File: src/rtl/fp_pkg.sv
// Shared constants and payload layout for the pipelined float add/sub unit.
package fp_pkg;

  localparam int EW_DEF = 4;
  localparam int FW_DEF = 8;
  localparam int TW_DEF = 4;

  localparam logic OP_ADD = 1'b0;
  localparam logic OP_SUB = 1'b1;

  typedef struct packed {
    logic ovf;
    logic unf;
  } fp_flags_t;

  // Result payload as it leaves the last stage: {tag, sign, exp, frac, flags}.
  localparam int PAYLOAD_W = TW_DEF + 1 + EW_DEF + FW_DEF + $bits(fp_flags_t);

endpackage

File: src/rtl/fp_adder_pipe_if.sv
// Operand-issue and result-writeback handshake bundle for fp_adder_pipe.
interface fp_adder_pipe_if import fp_pkg::*; #(
  parameter int EW = EW_DEF,
  parameter int FW = FW_DEF,
  parameter int TW = TW_DEF
);
  logic          in_valid;
  logic          in_ready;
  logic          in_op;
  logic [TW-1:0] in_tag;
  logic          a_sign;
  logic          b_sign;
  logic [EW-1:0] a_exp;
  logic [EW-1:0] b_exp;
  logic [FW-1:0] a_frac;
  logic [FW-1:0] b_frac;
  logic          out_valid;
  logic          out_ready;
  logic [TW-1:0] out_tag;
  logic          out_sign;
  logic [EW-1:0] out_exp;
  logic [FW-1:0] out_frac;
  logic          out_ovf;
  logic          out_unf;

  modport master (
    output in_valid, in_op, in_tag, a_sign, b_sign, a_exp, b_exp, a_frac, b_frac, out_ready,
    input  in_ready, out_valid, out_tag, out_sign, out_exp, out_frac, out_ovf, out_unf
  );

  modport slave (
    input  in_valid, in_op, in_tag, a_sign, b_sign, a_exp, b_exp, a_frac, b_frac, out_ready,
    output in_ready, out_valid, out_tag, out_sign, out_exp, out_frac, out_ovf, out_unf
  );
endinterface

File: src/rtl/fp_lead0_cnt.sv
// Combinational leading-zero count of an FW-bit word; returns FW for an all-zero word.
module fp_lead0_cnt #(
  parameter int FW = 8,
  localparam int CW = $clog2(FW + 1)
) (
  input  logic [FW-1:0] value,
  output logic [CW-1:0] count
);
  // Scanning upward lets the highest set bit win.
  always_comb begin
    count = CW'(FW);
    for (int i = 0; i < FW; i++) begin
      if (value[i]) count = CW'(FW - 1 - i);
    end
  end
endmodule

File: src/rtl/fp_adder_pipe.sv
// Four-stage pipelined float add/sub: sort, align, add, normalise.
// Each stage holds one op; backpressure ripples back from the output register.
module fp_adder_pipe import fp_pkg::*; #(
  parameter int EW = EW_DEF,
  parameter int FW = FW_DEF,
  parameter int TW = TW_DEF
) (
  input  logic          clk,
  input  logic          reset_n,
  fp_adder_pipe_if.slave bus
);
  localparam int LZW = $clog2(FW + 1);

  logic adv1, adv2, adv3, adv4;
  logic s1_valid, s2_valid, s3_valid, s4_valid;

  logic [TW-1:0] s1_tag, s2_tag, s3_tag, s4_tag;
  logic          s1_sign_b, s1_sign_s, s2_sign_b, s2_sign_s, s3_sign_b, s4_sign;
  logic [EW-1:0] s1_exp_b, s1_exp_s, s2_exp_b, s3_exp_b, s4_exp;
  logic [FW-1:0] s1_frac_b, s1_frac_s, s2_frac_b, s2_frac_s, s4_frac;
  logic [FW:0]   s3_sum;
  fp_flags_t     s4_flags;

  assign adv4 = !s4_valid || bus.out_ready;
  assign adv3 = !s3_valid || adv4;
  assign adv2 = !s2_valid || adv3;
  assign adv1 = !s1_valid || adv2;
  assign bus.in_ready = adv1;

  // Sort: ties go to b so equal magnitudes subtract to an exact zero.
  logic b_sign_eff, a_big;
  assign b_sign_eff = bus.b_sign ^ (bus.in_op == OP_SUB);
  assign a_big      = {bus.a_exp, bus.a_frac} > {bus.b_exp, bus.b_frac};

  logic [EW-1:0] diff;
  logic [FW-1:0] frac_s_al;
  assign diff      = s1_exp_b - s1_exp_s;
  assign frac_s_al = (int'(diff) >= FW) ? '0 : (s1_frac_s >> diff);

  logic [FW:0] sum;
  assign sum = (s2_sign_b == s2_sign_s) ? ({1'b0, s2_frac_b} + {1'b0, s2_frac_s})
                                        : ({1'b0, s2_frac_b} - {1'b0, s2_frac_s});

  logic [LZW-1:0] lead0;
  fp_lead0_cnt #(.FW(FW)) u_lead0 (.value(s3_sum[FW-1:0]), .count(lead0));

  logic          n_sign;
  logic [EW-1:0] n_exp;
  logic [FW-1:0] n_frac;
  fp_flags_t     n_flags;

  always_comb begin
    n_sign  = s3_sign_b;
    n_exp   = '0;
    n_frac  = '0;
    n_flags = '0;
    if (s3_sum == '0) begin
      n_sign = 1'b0;
    end else if (s3_sum[FW]) begin
      if (&s3_exp_b) begin
        n_exp       = '1;
        n_frac      = '1;
        n_flags.ovf = 1'b1;
      end else begin
        n_exp  = s3_exp_b + EW'(1);
        n_frac = s3_sum[FW:1];
      end
    end else if (int'(lead0) > int'(s3_exp_b)) begin
      n_sign      = 1'b0;
      n_flags.unf = 1'b1;
    end else begin
      n_exp  = s3_exp_b - EW'(lead0);
      n_frac = s3_sum[FW-1:0] << lead0;
    end
  end

  always_ff @(posedge clk or negedge reset_n) begin
    if (!reset_n) begin
      s1_valid <= 1'b0;
      s2_valid <= 1'b0;
      s3_valid <= 1'b0;
      s4_valid <= 1'b0;
    end else begin
      if (adv1) s1_valid <= bus.in_valid;
      if (adv2) s2_valid <= s1_valid;
      if (adv3) s3_valid <= s2_valid;
      if (adv4) s4_valid <= s3_valid;
    end
  end

  // Data registers only load behind a valid op, so a stalled or drained output stays put.
  always_ff @(posedge clk or negedge reset_n) begin
    if (!reset_n) begin
      s1_tag <= '0; s1_sign_b <= 1'b0; s1_sign_s <= 1'b0;
      s1_exp_b <= '0; s1_exp_s <= '0; s1_frac_b <= '0; s1_frac_s <= '0;
      s2_tag <= '0; s2_sign_b <= 1'b0; s2_sign_s <= 1'b0;
      s2_exp_b <= '0; s2_frac_b <= '0; s2_frac_s <= '0;
      s3_tag <= '0; s3_sign_b <= 1'b0; s3_exp_b <= '0; s3_sum <= '0;
      s4_tag <= '0; s4_sign <= 1'b0; s4_exp <= '0; s4_frac <= '0; s4_flags <= '0;
    end else begin
      if (adv1 && bus.in_valid) begin
        s1_tag    <= bus.in_tag;
        s1_sign_b <= a_big ? bus.a_sign : b_sign_eff;
        s1_sign_s <= a_big ? b_sign_eff : bus.a_sign;
        s1_exp_b  <= a_big ? bus.a_exp  : bus.b_exp;
        s1_exp_s  <= a_big ? bus.b_exp  : bus.a_exp;
        s1_frac_b <= a_big ? bus.a_frac : bus.b_frac;
        s1_frac_s <= a_big ? bus.b_frac : bus.a_frac;
      end
      if (adv2 && s1_valid) begin
        s2_tag    <= s1_tag;
        s2_sign_b <= s1_sign_b;
        s2_sign_s <= s1_sign_s;
        s2_exp_b  <= s1_exp_b;
        s2_frac_b <= s1_frac_b;
        s2_frac_s <= frac_s_al;
      end
      if (adv3 && s2_valid) begin
        s3_tag    <= s2_tag;
        s3_sign_b <= s2_sign_b;
        s3_exp_b  <= s2_exp_b;
        s3_sum    <= sum;
      end
      if (adv4 && s3_valid) begin
        s4_tag   <= s3_tag;
        s4_sign  <= n_sign;
        s4_exp   <= n_exp;
        s4_frac  <= n_frac;
        s4_flags <= n_flags;
      end
    end
  end

  assign bus.out_valid = s4_valid;
  assign bus.out_tag   = s4_tag;
  assign bus.out_sign  = s4_sign;
  assign bus.out_exp   = s4_exp;
  assign bus.out_frac  = s4_frac;
  assign bus.out_ovf   = s4_flags.ovf;
  assign bus.out_unf   = s4_flags.unf;

endmodule
File: src/flat_wrapper.sv
// flat-port wrapper written by rule: the top's interface ports become plain ports
module fp_adder_pipe_flat import fp_pkg::*;
#(
  parameter int EW = EW_DEF,
  parameter int FW = FW_DEF,
  parameter int TW = TW_DEF
)
  (clk, reset_n, bus_in_valid, bus_in_op, bus_in_tag, bus_a_sign, bus_b_sign, bus_a_exp, bus_b_exp, bus_a_frac, bus_b_frac, bus_out_ready, bus_in_ready, bus_out_valid, bus_out_tag, bus_out_sign, bus_out_exp, bus_out_frac, bus_out_ovf, bus_out_unf);
  fp_adder_pipe_if #(.EW(EW), .FW(FW), .TW(TW)) bus_i ();
  input  logic clk;
  input  logic reset_n;
  input wire logic [$bits(bus_i.in_valid)-1:0] bus_in_valid;
  input wire logic [$bits(bus_i.in_op)-1:0] bus_in_op;
  input wire logic [$bits(bus_i.in_tag)-1:0] bus_in_tag;
  input wire logic [$bits(bus_i.a_sign)-1:0] bus_a_sign;
  input wire logic [$bits(bus_i.b_sign)-1:0] bus_b_sign;
  input wire logic [$bits(bus_i.a_exp)-1:0] bus_a_exp;
  input wire logic [$bits(bus_i.b_exp)-1:0] bus_b_exp;
  input wire logic [$bits(bus_i.a_frac)-1:0] bus_a_frac;
  input wire logic [$bits(bus_i.b_frac)-1:0] bus_b_frac;
  input wire logic [$bits(bus_i.out_ready)-1:0] bus_out_ready;
  output wire logic [$bits(bus_i.in_ready)-1:0] bus_in_ready;
  output wire logic [$bits(bus_i.out_valid)-1:0] bus_out_valid;
  output wire logic [$bits(bus_i.out_tag)-1:0] bus_out_tag;
  output wire logic [$bits(bus_i.out_sign)-1:0] bus_out_sign;
  output wire logic [$bits(bus_i.out_exp)-1:0] bus_out_exp;
  output wire logic [$bits(bus_i.out_frac)-1:0] bus_out_frac;
  output wire logic [$bits(bus_i.out_ovf)-1:0] bus_out_ovf;
  output wire logic [$bits(bus_i.out_unf)-1:0] bus_out_unf;
  assign bus_i.in_valid = bus_in_valid;
  assign bus_i.in_op = bus_in_op;
  assign bus_i.in_tag = bus_in_tag;
  assign bus_i.a_sign = bus_a_sign;
  assign bus_i.b_sign = bus_b_sign;
  assign bus_i.a_exp = bus_a_exp;
  assign bus_i.b_exp = bus_b_exp;
  assign bus_i.a_frac = bus_a_frac;
  assign bus_i.b_frac = bus_b_frac;
  assign bus_i.out_ready = bus_out_ready;
  assign bus_in_ready = bus_i.in_ready;
  assign bus_out_valid = bus_i.out_valid;
  assign bus_out_tag = bus_i.out_tag;
  assign bus_out_sign = bus_i.out_sign;
  assign bus_out_exp = bus_i.out_exp;
  assign bus_out_frac = bus_i.out_frac;
  assign bus_out_ovf = bus_i.out_ovf;
  assign bus_out_unf = bus_i.out_unf;
  fp_adder_pipe #(.EW(EW), .FW(FW), .TW(TW)) u_core (.clk(clk), .reset_n(reset_n), .bus(bus_i));
endmodule
File: config.mk
export PLATFORM = sky130hd
export DESIGN_NAME = fp_adder_pipe_flat
export DESIGN_NICKNAME = d
export VERILOG_FILES = /design/src/rtl/fp_pkg.sv /design/src/rtl/fp_adder_pipe_if.sv /design/src/rtl/fp_lead0_cnt.sv /design/src/rtl/fp_adder_pipe.sv /design/src/flat_wrapper.sv
export SDC_FILE = /design/constraint.sdc
export NUM_CORES = 1
export LEC_CHECK = 0
export ABC_AREA = 1
export CAP_MARGIN = 20
export CORE_AREA = 2 2 144 146
export DETAILED_ROUTE_END_ITERATION = 8
export DIE_AREA = 0 0 146 148
export PLACE_DENSITY = 0.56
export SETUP_SLACK_MARGIN = 0.02
export SLEW_MARGIN = 20
export SYNTH_ARGS = -nofsm -noshare
export SYNTH_HDL_FRONTEND = slang
export SYNTH_SLANG_ARGS = --single-unit
File: constraint.sdc
create_clock -name clk -period 2.85 [get_ports clk]
set_input_delay 0.7125 -clock clk [delete_from_list [all_inputs] [get_ports clk]]
set_output_delay 0.7125 -clock clk [all_outputs]
set_load 0.005 [all_outputs]
After elaboration in Yosys (flattened, before gate mapping)
Cells that the tools add are included.

word-level totals
  register bits = 97
  bits in latches = 0
  memory bits (writable) = 0
  ROM bits = 0
  input port bits = 35
  logic and storage cells = 85
  memories kept = 0

operators by class
  add/subtract/negate cells = 5
  $mul = 0
  div/mod/pow operators = 0
  magnitude comparators = 3
  eq/ne operators = 1
  shift operators = 2
  multiplexer cells = 32
  bitwise gates (word level) = 1
  reductions and logical operators = 14

operator list
  kind                                          number
  2-to-1 mux 4 bit                              14
  2-to-1 mux 8 bit                              6
  > comparator 12 bit                           1
  adder 8 x 8 -> 9 bit                          1
  logical NOT 9 bit                             1
  2-to-1 mux 1 bit                              9
  2-to-1 mux 9 bit                              1
  subtractor 8 x 8 -> 9 bit                     1
  << shifter 8 x 4 -> 8 bit                     1
  right shift 8 x 4 -> 8 bit                    1
  subtractor 4 bit                              2
  2-to-1 mux 7 bit                              1
  adder 4 x 1 -> 4 bit (second input constant)  1
  >= comparator 4 bit (second input constant)   1
  > comparator 4 bit                            1
  logical AND 1 bit                             4
  logical NOT 1 bit                             4
  logical OR 1 bit                              4
  AND reduction 4 bit                           1
  2-to-1 mux 2 bit                              1
  equality test 1 bit                           1
  XOR 1 bit                                     1

Logic depth before layout (Yosys ltp)
Gate-level depths: netlist of the first run.

  depth in word-level cells = 12
  mapped depth = 15
  gate-level depth less buffers = 15

Hierarchy
Synthesis of the first run repeated with hierarchy kept, for this count alone.

second synthesis, totals
  cell total of the unflattened synthesis = 793
  area total of the unflattened synthesis = 5829.3 um2

modules (own cells, without submodules)
  module         times used  cells an instance  area an instance (um2)
  fp_adder_pipe  1           772                5728.0
  fp_lead0_cnt   1           21                 101.3

Worst setup path before layout of the first run
Ideal clock, no wire load.

  path kind = register to register
  from = register u_core.s2_sign_s
  to = register u_core.s3_sum[6]
  library setup time = 0.129 ns
  arrival time = 2.217 ns
  data required time = 2.721 ns
  slack = 0.504 ns
  cell stages (with the launch flop) = 13
  path buffers = 0
  period minus slack after synthesis = 2.346 ns
  path through = dfrtp_1 > xnor2_1 > inv_1 > nand2_1 > o21ai_0 > fa_1 > nand3_1 > nand3_1 > nand2_1 > a21oi_1 > or2_2 > o21ai_0 > o21ai_0

on the way
  word-level cells in the longest chain between the ends = 2

ends and longest elaborated chain
  element                 RTL line              RTL
  from (decl)             fp_adder_pipe.sv:18   logic s1_sign_b, s1_sign_s, s2_sign_b, s2_sign_s, s3_sign_b, s4_sign;
  from (signal assigned)  fp_adder_pipe.sv:113  s2_sign_s <= s1_sign_s;
  equality test 1 bit     fp_adder_pipe.sv:41   assign sum = (s2_sign_b == s2_sign_s) ? ({1'b0, s2_frac_b} + {1'b0, s2_frac_s})
  2-to-1 mux 9 bit        fp_adder_pipe.sv:41
  to (signal assigned)    fp_adder_pipe.sv:122  s3_sum <= sum;
  to (decl)               fp_adder_pipe.sv:21   logic [FW:0] s3_sum;

Every way passes these cells.
A chain may end at the register's enable or synchronous reset.

Worst setup path in the final report of the first run
  from = register u_core.s2_sign_b
  to = register u_core.s3_sum[6]

on the way
  word-level cells in the longest chain between the ends = 2

ends and longest elaborated chain
  element                 RTL line              RTL
  from (decl)             fp_adder_pipe.sv:18
  from (signal assigned)  fp_adder_pipe.sv:112  s2_sign_b <= s1_sign_b;
  equality test 1 bit     fp_adder_pipe.sv:41
  2-to-1 mux 9 bit        fp_adder_pipe.sv:41

Every way passes these cells.

==> results by group, run 1 <==
Floorplanning
  – I/O pin count: between 50 and 60
  – DIE WIDTH: between 100 and 150 um
  – Die height: about 150 um
  – Starting density of the core: 0.276
  – Core area: about 20,000 um^2
  – Row cnt: 52
  – Die area: roughly 22,000 um^2

Drt
  – Post-route DRC: 0
  – Iter 0 DRT Violations: about 200
  – M1 wire length: slightly above 6000 um
  – Via Count: between 4,000 and 5,000
  – Met3 routed WL: between 400 and 500 um
  – Uppermost layer routed: met4
  – Detailed Route WL: 12,300 um
  – Detail Route Antenna Nets: 0
  – DR WL/cell: 11.8 um
  – Initial DRT Pass Iterations: 4
  – Vias per cell: approximately 4.5
  – Met2 WL post-DR: between 5000 and 6000 um

STA
  – Pins Over Slew Limit: 0
  – Unrepaired setup endpoints after global routing: false
  – Fin crit period: 2480 ps
  – Hold violation count in the final report: 0
  – Slew margin rel.: 0.660
  – Final setup viols: 0
  – Worst Clk Skew: slightly below 5 ps
  – Final WS setup: about 370 ps
  – Max Freq: slightly above 0.4 GHz
  – Worst-margin pin slew: 511 ps
  – Tcrit/Tclk final: 0.871

Global routing
  – First-pass GRT wire length: approximately 21,000 um
  – Number of global-route vias before repair: roughly 4,600
  – Grt ovf: 0
  – Total GRT Usage: 0.119
  – Largest net degree at the start of global routing: 40
  – Initial antenna violation count: 0

Yosys
  – Post-synth top area cell: dfrtp_1
  – Syn Inst Count: 708
  – Prevailing post-synth register cell: dfrtp_1
  – Post-synth top area share: 0.439
  – Synth cell count leaders: nand2_1 (218), dfrtp_1 (97), a21oi_1 (66)
  – Post-synth cell types: 43
  – Post-synth ARST share: 1.00
  – Post-synthesis sequential area ratio: 0.439
  – Number of synthesized flops with an enable pin: 0
  – Avg Cell Area, Syn: a little under 8 um^2
  – Yosys warns: 0
  – Post-Syn Area: approximately 5500 um^2
  – Syn Nets: around 770
  – Area contributors post-synth: dfrtp_1 (44%), nand2_1 (15%), ha_1 (6.3%)
  – Count leader, synth: nand2_1
  – FF+latch count, synth: slightly below 100

Clock tree
  – Clock transition at path regs: roughly 70 ps
  – Max Root-Sink Buffers: 2
  – Root buffer cell: clkbuf_16
  – H-tree depth: 3
  – Hold_buf cts: 0
  – CTS buffer count: 9
  – Post-CTS Setup Bufs: 0
  – CTS tree: built
  – Sink Count: 97
  – Worst-skew pair later-pin latency: 350 ps

Pwr
  – Power share of the sequential group: 0.308
  – Maximum vdd drop: approximately 0.33 mV
  – Combinational share of power: 0.491
  – Switch share: 0.407
  – Pwr per Cell Area: 1010 nW/um^2
  – Leakage: about 0.0033 uW
  – Clock share of power: 0.201
  – Int Pwr: around 4000 uW
  – P_sw: approximately 2800 uW

Layout
  – Proportion of layout cells with a drive suffix above 1: 0.0761
  – Layout Nets: about 840
  – Area delta synth->final: 23.4%
  – Layout Utilization: 0.341
  – # fillers: between 2,000 and 2,500
  – Non-Filler Instances: approximately 1,000
  – Antenna Cells: 0

Placement
  – DP HPWL: approximately 9000 um
  – RD Place Congestion: a little over 0.8
  – Dpl cells: slightly above 1,000
  – # port buffers: 55
  – DP Worst Slack: -31.5 ps

Flow run
  – Number of max-cap violations: 0

Critical path
  – Required time of the worst setup path: 3110 ps
  – R2R cell count: 13
  – Setup crit end kind: flop
  – Reg2reg end: u_core.s3_sum[6]
  – Worst r2r src: u_core.s2_sign_b
  – R2r setup slk: approximately 370 ps
  – Kind of critical path: flop to flop
  – WP data arrival: 2750 ps
  – Startpoint types: flop
  – CP max FO: 5

Run status
  – Run status: finished, final reports clean

Hold path
  – Hold Crit Class: input pin to async pin
-- worst max-delay path by stage --
stage	start	to	slack [ps]	cells after the start
6_report	u_core.s2_sign_b	u_core.s3_sum[6]	370	13
5_1_grt	u_core.s2_sign_b	u_core.s3_sum[6]	120	13
4_1_cts	bus_out_ready	bus_in_ready	20	8
3_5_place_dp	bus_out_ready	bus_in_ready	-30	8
3_3_place_gp	bus_out_ready	bus_in_ready	-30	8
2_1_floorplan	u_core.s2_sign_s	u_core.s3_sum[6]	500	12
-- state kept, by name (all words and copies together) (netlist names), 4 cells and up --
register and cells:
u_core.bus.out_exp 4, u_core.bus.out_frac 8, u_core.bus.out_tag 4, u_core.s1_exp_b 4
u_core.s1_exp_s 4, u_core.s1_frac_b 8, u_core.s1_frac_s 8, u_core.s1_tag 4
u_core.s2_exp_b 4, u_core.s2_frac_b 8, u_core.s2_frac_s 8, u_core.s2_tag 4
u_core.s3_exp_b 4, u_core.s3_sum 9, u_core.s3_tag 4
-- power by group through the flow --
stage	clock network, uW	logic (uW)	registers [uW]
after global routing	1490	3910	2180
final	1380	3380	2120
after detailed placement	0	3380	2150
after global placement	0	3350	2140
after CTS	1430	3410	2120
after floorplan	0	2460	2070
-- cell families after synthesis --
group                    count (synthesis)  share of synthesized area
buffers and inverters                   94                     0.0701
XOR/XNOR                                18                     0.0285
AO/OA/AOI/OAI                          139                      0.144
AND/OR/NAND/NOR                        329                      0.244
adder cells (fa/ha/maj)                 31                     0.0742
flip-flops                              97                      0.439
-- metrics by stage --
| step | hold WS, ps | cell area (um^2) | setup TNS, ps | power (uW) |
|---|---|---|---|---|
| 2_1_floorplan | 417 | 5530 | 0 | 4530 |
| 3_3_place_gp | 454 | 6460 | -35.0 | 5490 |
| 3_5_place_dp | 459 | 6460 | -31.5 | 5530 |
| 4_1_cts | 344 | 6810 | 0 | 6960 |
| 5_1_grt | 363 | 6830 | 0 | 7580 |
| 6_report | 333 | 6830 | 0 | 6890 |
-- repair_timing --
action	4_1_cts	5_1_grt
resized for setup	3	3
pin swaps	1	1
endpoints found under the setup margin	1	1
-- worst max-delay path, cell delays in order (launching register included) --
cell     delay, ps
dfrtp_1        410
xnor2_1        210
inv_1          140
nand2_1         80
o21ai_0        140
fa_1           460
nand3_1        100
nand3_1        120
nand2_1        110
a21oi_1         70
or2_2          280
a21oi_1        120
o21ai_0         80
o21ai_0         80
-- layout by cell type, fill, tap and decap left out, types with 7 or more instances in the layout --
cell type,instances
nand2_1,216
dfrtp_1,97
a21oi_1,66
inv_1,64
clkdlybuf4s50_1,53
nand3_1,50
nor2_1,44
o21ai_0,33
ha_1,28
buf_4,18
xor2_1,11
o211ai_1,9
o22ai_1,9
clkbuf_16,9
xnor2_1,7
-- layer usage --
layer / track usage / vias up
li1: - / 2450
met1: 0.163 / 2124
met2: 0.190 / 90
met3: 0.0256 / 13
met4: 0.0374 / 0
met5: 0 / -
-- final cells by class --
cell class / count / area (um^2) / share of cell area
Clock buffer: 9 / 225 / 0.0330
Timing Repair Buffer: 74 / 718 / 0.105
Multi-Input combinational cell: 517 / 2740 / 0.401
Sequential cell: 97 / 2430 / 0.356
Clock inverter: 7 / 116 / 0.0170
Inverter: 71 / 267 / 0.0390
Tap cell: 270 / 338 / 0.0495
(Power assumes the default switching activity.)
==> run 2, diff against run 1 <==
--- a/config.mk
+++ b/config.mk
@@ -10,7 +10,8 @@
 export CORE_AREA = 2 2 144 146
 export DETAILED_ROUTE_END_ITERATION = 8
 export DIE_AREA = 0 0 146 148
-export PLACE_DENSITY = 0.56
+export DONT_BUFFER_PORTS = 1
+export PLACE_DENSITY = 0.52
 export SETUP_SLACK_MARGIN = 0.02
 export SLEW_MARGIN = 20
 export SYNTH_ARGS = -nofsm -noshare
==> run 2 against run 1 <==
- register-to-register slack worse by 50 ps
- critical path depth up 2
- sequential power about the same
- first-iteration DRC count up 25%
- combinational power down 11%
- utilization down 3.5 points
- sequential cell count unchanged
==> results by group, run 2 (same netlist as run 1, synthesis figures left out) <==
Clock tree
  – Cts repair resizes: 0
  – Max Root-Sink Buffers: 2
  – Clock transition at path regs: about 70 ps
  – CTS buffer count: 9
  – Post-CTS Setup Bufs: 0
  – Root buffer cell: clkbuf_16
  – CTS tree: built
  – Sink Count: between 90 and 100
  – Worst-skew pair later-pin latency: about 360 ps
  – H-tree depth: 3
  – Hold_buf cts: 0

Run status
  – Run status: finished, final reports clean

Layout
  – Proportion of layout cells with a drive suffix above 1: 0.0661
  – Largest register by flop count: u_core.s3_sum
  – Max reg flops: 9
  – Most frequent cells in the layout: nand2_1 (218), dfrtp_1 (97), a21oi_1 (66)
  – Antenna Cells: 0
  – Area delta synth->final: 10.8%
  – Layout Nets: 772
  – Commonest non-fill, non-tap cell in the layout: nand2_1

Placement
  – # port buffers: 0
  – RD Place Congestion: just over 0.8
  – DP HPWL: ~9300 um

Critical path
  – Startpoint types: flop
  – Crit-path most repeated cell: nand2_1
  – WP data arrival: approximately 2800 ps
  – R2r setup slk: ~310 ps
  – Max stage delay on crit path: ~420 ps
  – Kind of critical path: flop to flop
  – Worst path slowest cell: fa_1
  – R2R cell count: 15
  – Reg2reg end: u_core.bus.out_frac[2]
  – Setup crit end kind: flop
  – Top delay family on crit path: simple AND/OR/NAND/NOR gates
  – Crit path buf inv count: 2
  – CP cell instances: inv_1 -> nand2_1 -> nand2_1 -> nand2_1 -> nand2_1 -> nand2_2 -> nand2_2 -> nand2_1 -> fa_1 -> a31oi_1 -> nor2_1 -> inv_1 -> a21oi_1 -> o21ai_0 -> nand2_1
  – CP max FO: 7
  – Worst Setup SP: u_core.s3_sum[1]
  – Required time of the worst setup path: 3080 ps
  – Worst r2r src: u_core.s3_sum[1]

Pwr
  – Leakage: ~0.0030 uW
  – Pwr Total: 6420 uW
  – Pwr per Cell Area: 1050 nW/um^2
  – Maximum vdd drop: roughly 0.37 mV

STA
  – Tcrit/Tclk final: 0.890
  – Pins Over Slew Limit: 0
  – Hold violation count in the final report: 0
  – Unrepaired setup endpoints after global routing: false
  – Slew margin rel.: 0.472
  – Worst Clk Skew: about 10 ps
  – Fin crit period: around 2500 ps
  – Worst-margin pin slew: 790 ps
  – Setup_tns: 0 ps
  – WHS: slightly below 50 ps
  – Final setup viols: 0
  – Max Freq: between 0.3 and 0.4 GHz

Drt
  – Vias per cell: approximately 4.6
  – DR WL/cell: about 13 um
  – Iter 0 DRT Violations: ~250
  – Via Count: about 4,500
  – Initial DRT Pass Iterations: 4
  – M1 wire length: 6310 um
  – Uppermost layer routed: met4
  – Detail Route Antenna Nets: 0
  – Met3 routed WL: roughly 700 um
  – Met2 WL post-DR: roughly 5400 um
  – Post-route DRC: 0
  – Detailed Route WL: approximately 13,000 um

Flow run
  – Number of max-cap violations: 0

Global routing
  – Number of global-route vias before repair: 4,398
  – Initial antenna violation count: 0
  – Grt ovf: 0
  – Total GRT Usage: 0.122
  – First-pass GRT wire length: ~22,000 um
  – Largest net degree at the start of global routing: between 90 and 100

Hold path
  – Hold Crit Class: input pin to async pin

Floorplanning
  – DIE WIDTH: approximately 150 um
  – I/O pin count: 56
  – Die area: 21,600 um^2
  – Row cnt: between 50 and 60
  – Die height: ~150 um
  – Starting density of the core: 0.276
  – Core area: between 20,000 and 25,000 um^2
==> run 2: cell count changes in the layout (fill, tap and decap cells not counted), sizes merged <==
cell,previous run,this run
buf,20,10
clkdlybuf4s50,53,0
clkinv,3,5
clkbuf,9,11
bufinv,3,1
inv,71,70
clkinvlp,1,0
dlymetal6s2s,1,0
==> run 2: worst register-to-register path, delay by kind of cell (launching register included) <==
kind,cells,cell delay [ps]
adder cells (fa/ha/maj),1,420
buffers and inverters,2,220
AO/OA/AOI/OAI,3,580
flip-flops,1,380
AND/OR/NAND/NOR,9,810
==> run 2: how the worst max path moves through the flow <==
| stage | cells past startpoint | end | slack [ps] |
|---|---|---|---|
| floorplan | 12 | u_core.s3_sum[6] | 500 |
| global placement | 9 | u_core.s1_frac_b[1] | 210 |
| CTS | 15 | u_core.bus.out_frac[2] | 320 |
| detailed placement | 9 | u_core.s1_frac_b[7] | 190 |
| global route | 15 | u_core.bus.out_frac[2] | 100 |
| finish | 15 | u_core.bus.out_frac[2] | 310 |
==> run 2: power breakdown <==
part           total (uW)  leakage [uW]  switching, uW  internal, uW
logic                3020       0.00169           1870          1150
registers            2150       0.00118            334          1820
clock network        1250      0.000155            523           725
==> run 2: area by class of cell <==
class	instances	area (um^2)
clock buffer	11	253
multi-input combinational	517	2720
clock inverter	5	53.8
fill	2242	13900
sequential	97	2430
tap	270	338
inverter	71	267
timing repair buffer	10	75.1
==> run 2: through the flow <==
step           worst slack (ps)  instance area (um^2)  cells  utilization
4_1_cts                     319                  6130    981        0.306
6_report                    312                  6130    981        0.306
2_1_floorplan               504                  5530    708            -
5_1_grt                     102                  6130    981        0.306
3_3_place_gp                208                  5820    965        0.291
3_5_place_dp                192                  5820    965        0.291
==> run 2: routing by layer <==
| layer | track usage | up-vias |
|---|---|---|
| met2 | 0.188 | 100 |
| li1 | - | 2323 |
| met1 | 0.165 | 2052 |
| met4 | 0.0359 | 0 |
| met3 | 0.0361 | 13 |
| met5 | 0 | - |
==> run 3, diff against run 2 <==
--- a/config.mk
+++ b/config.mk
@@ -8,6 +8,7 @@
 export ABC_AREA = 1
 export CAP_MARGIN = 20
 export CORE_AREA = 2 2 144 146
+export CTS_CLUSTER_SIZE = 25
 export DETAILED_ROUTE_END_ITERATION = 8
 export DIE_AREA = 0 0 146 148
 export DONT_BUFFER_PORTS = 1
==> results of run 3 <==
Same layout as run 2: the final DEF is identical, and so are final timing and power.
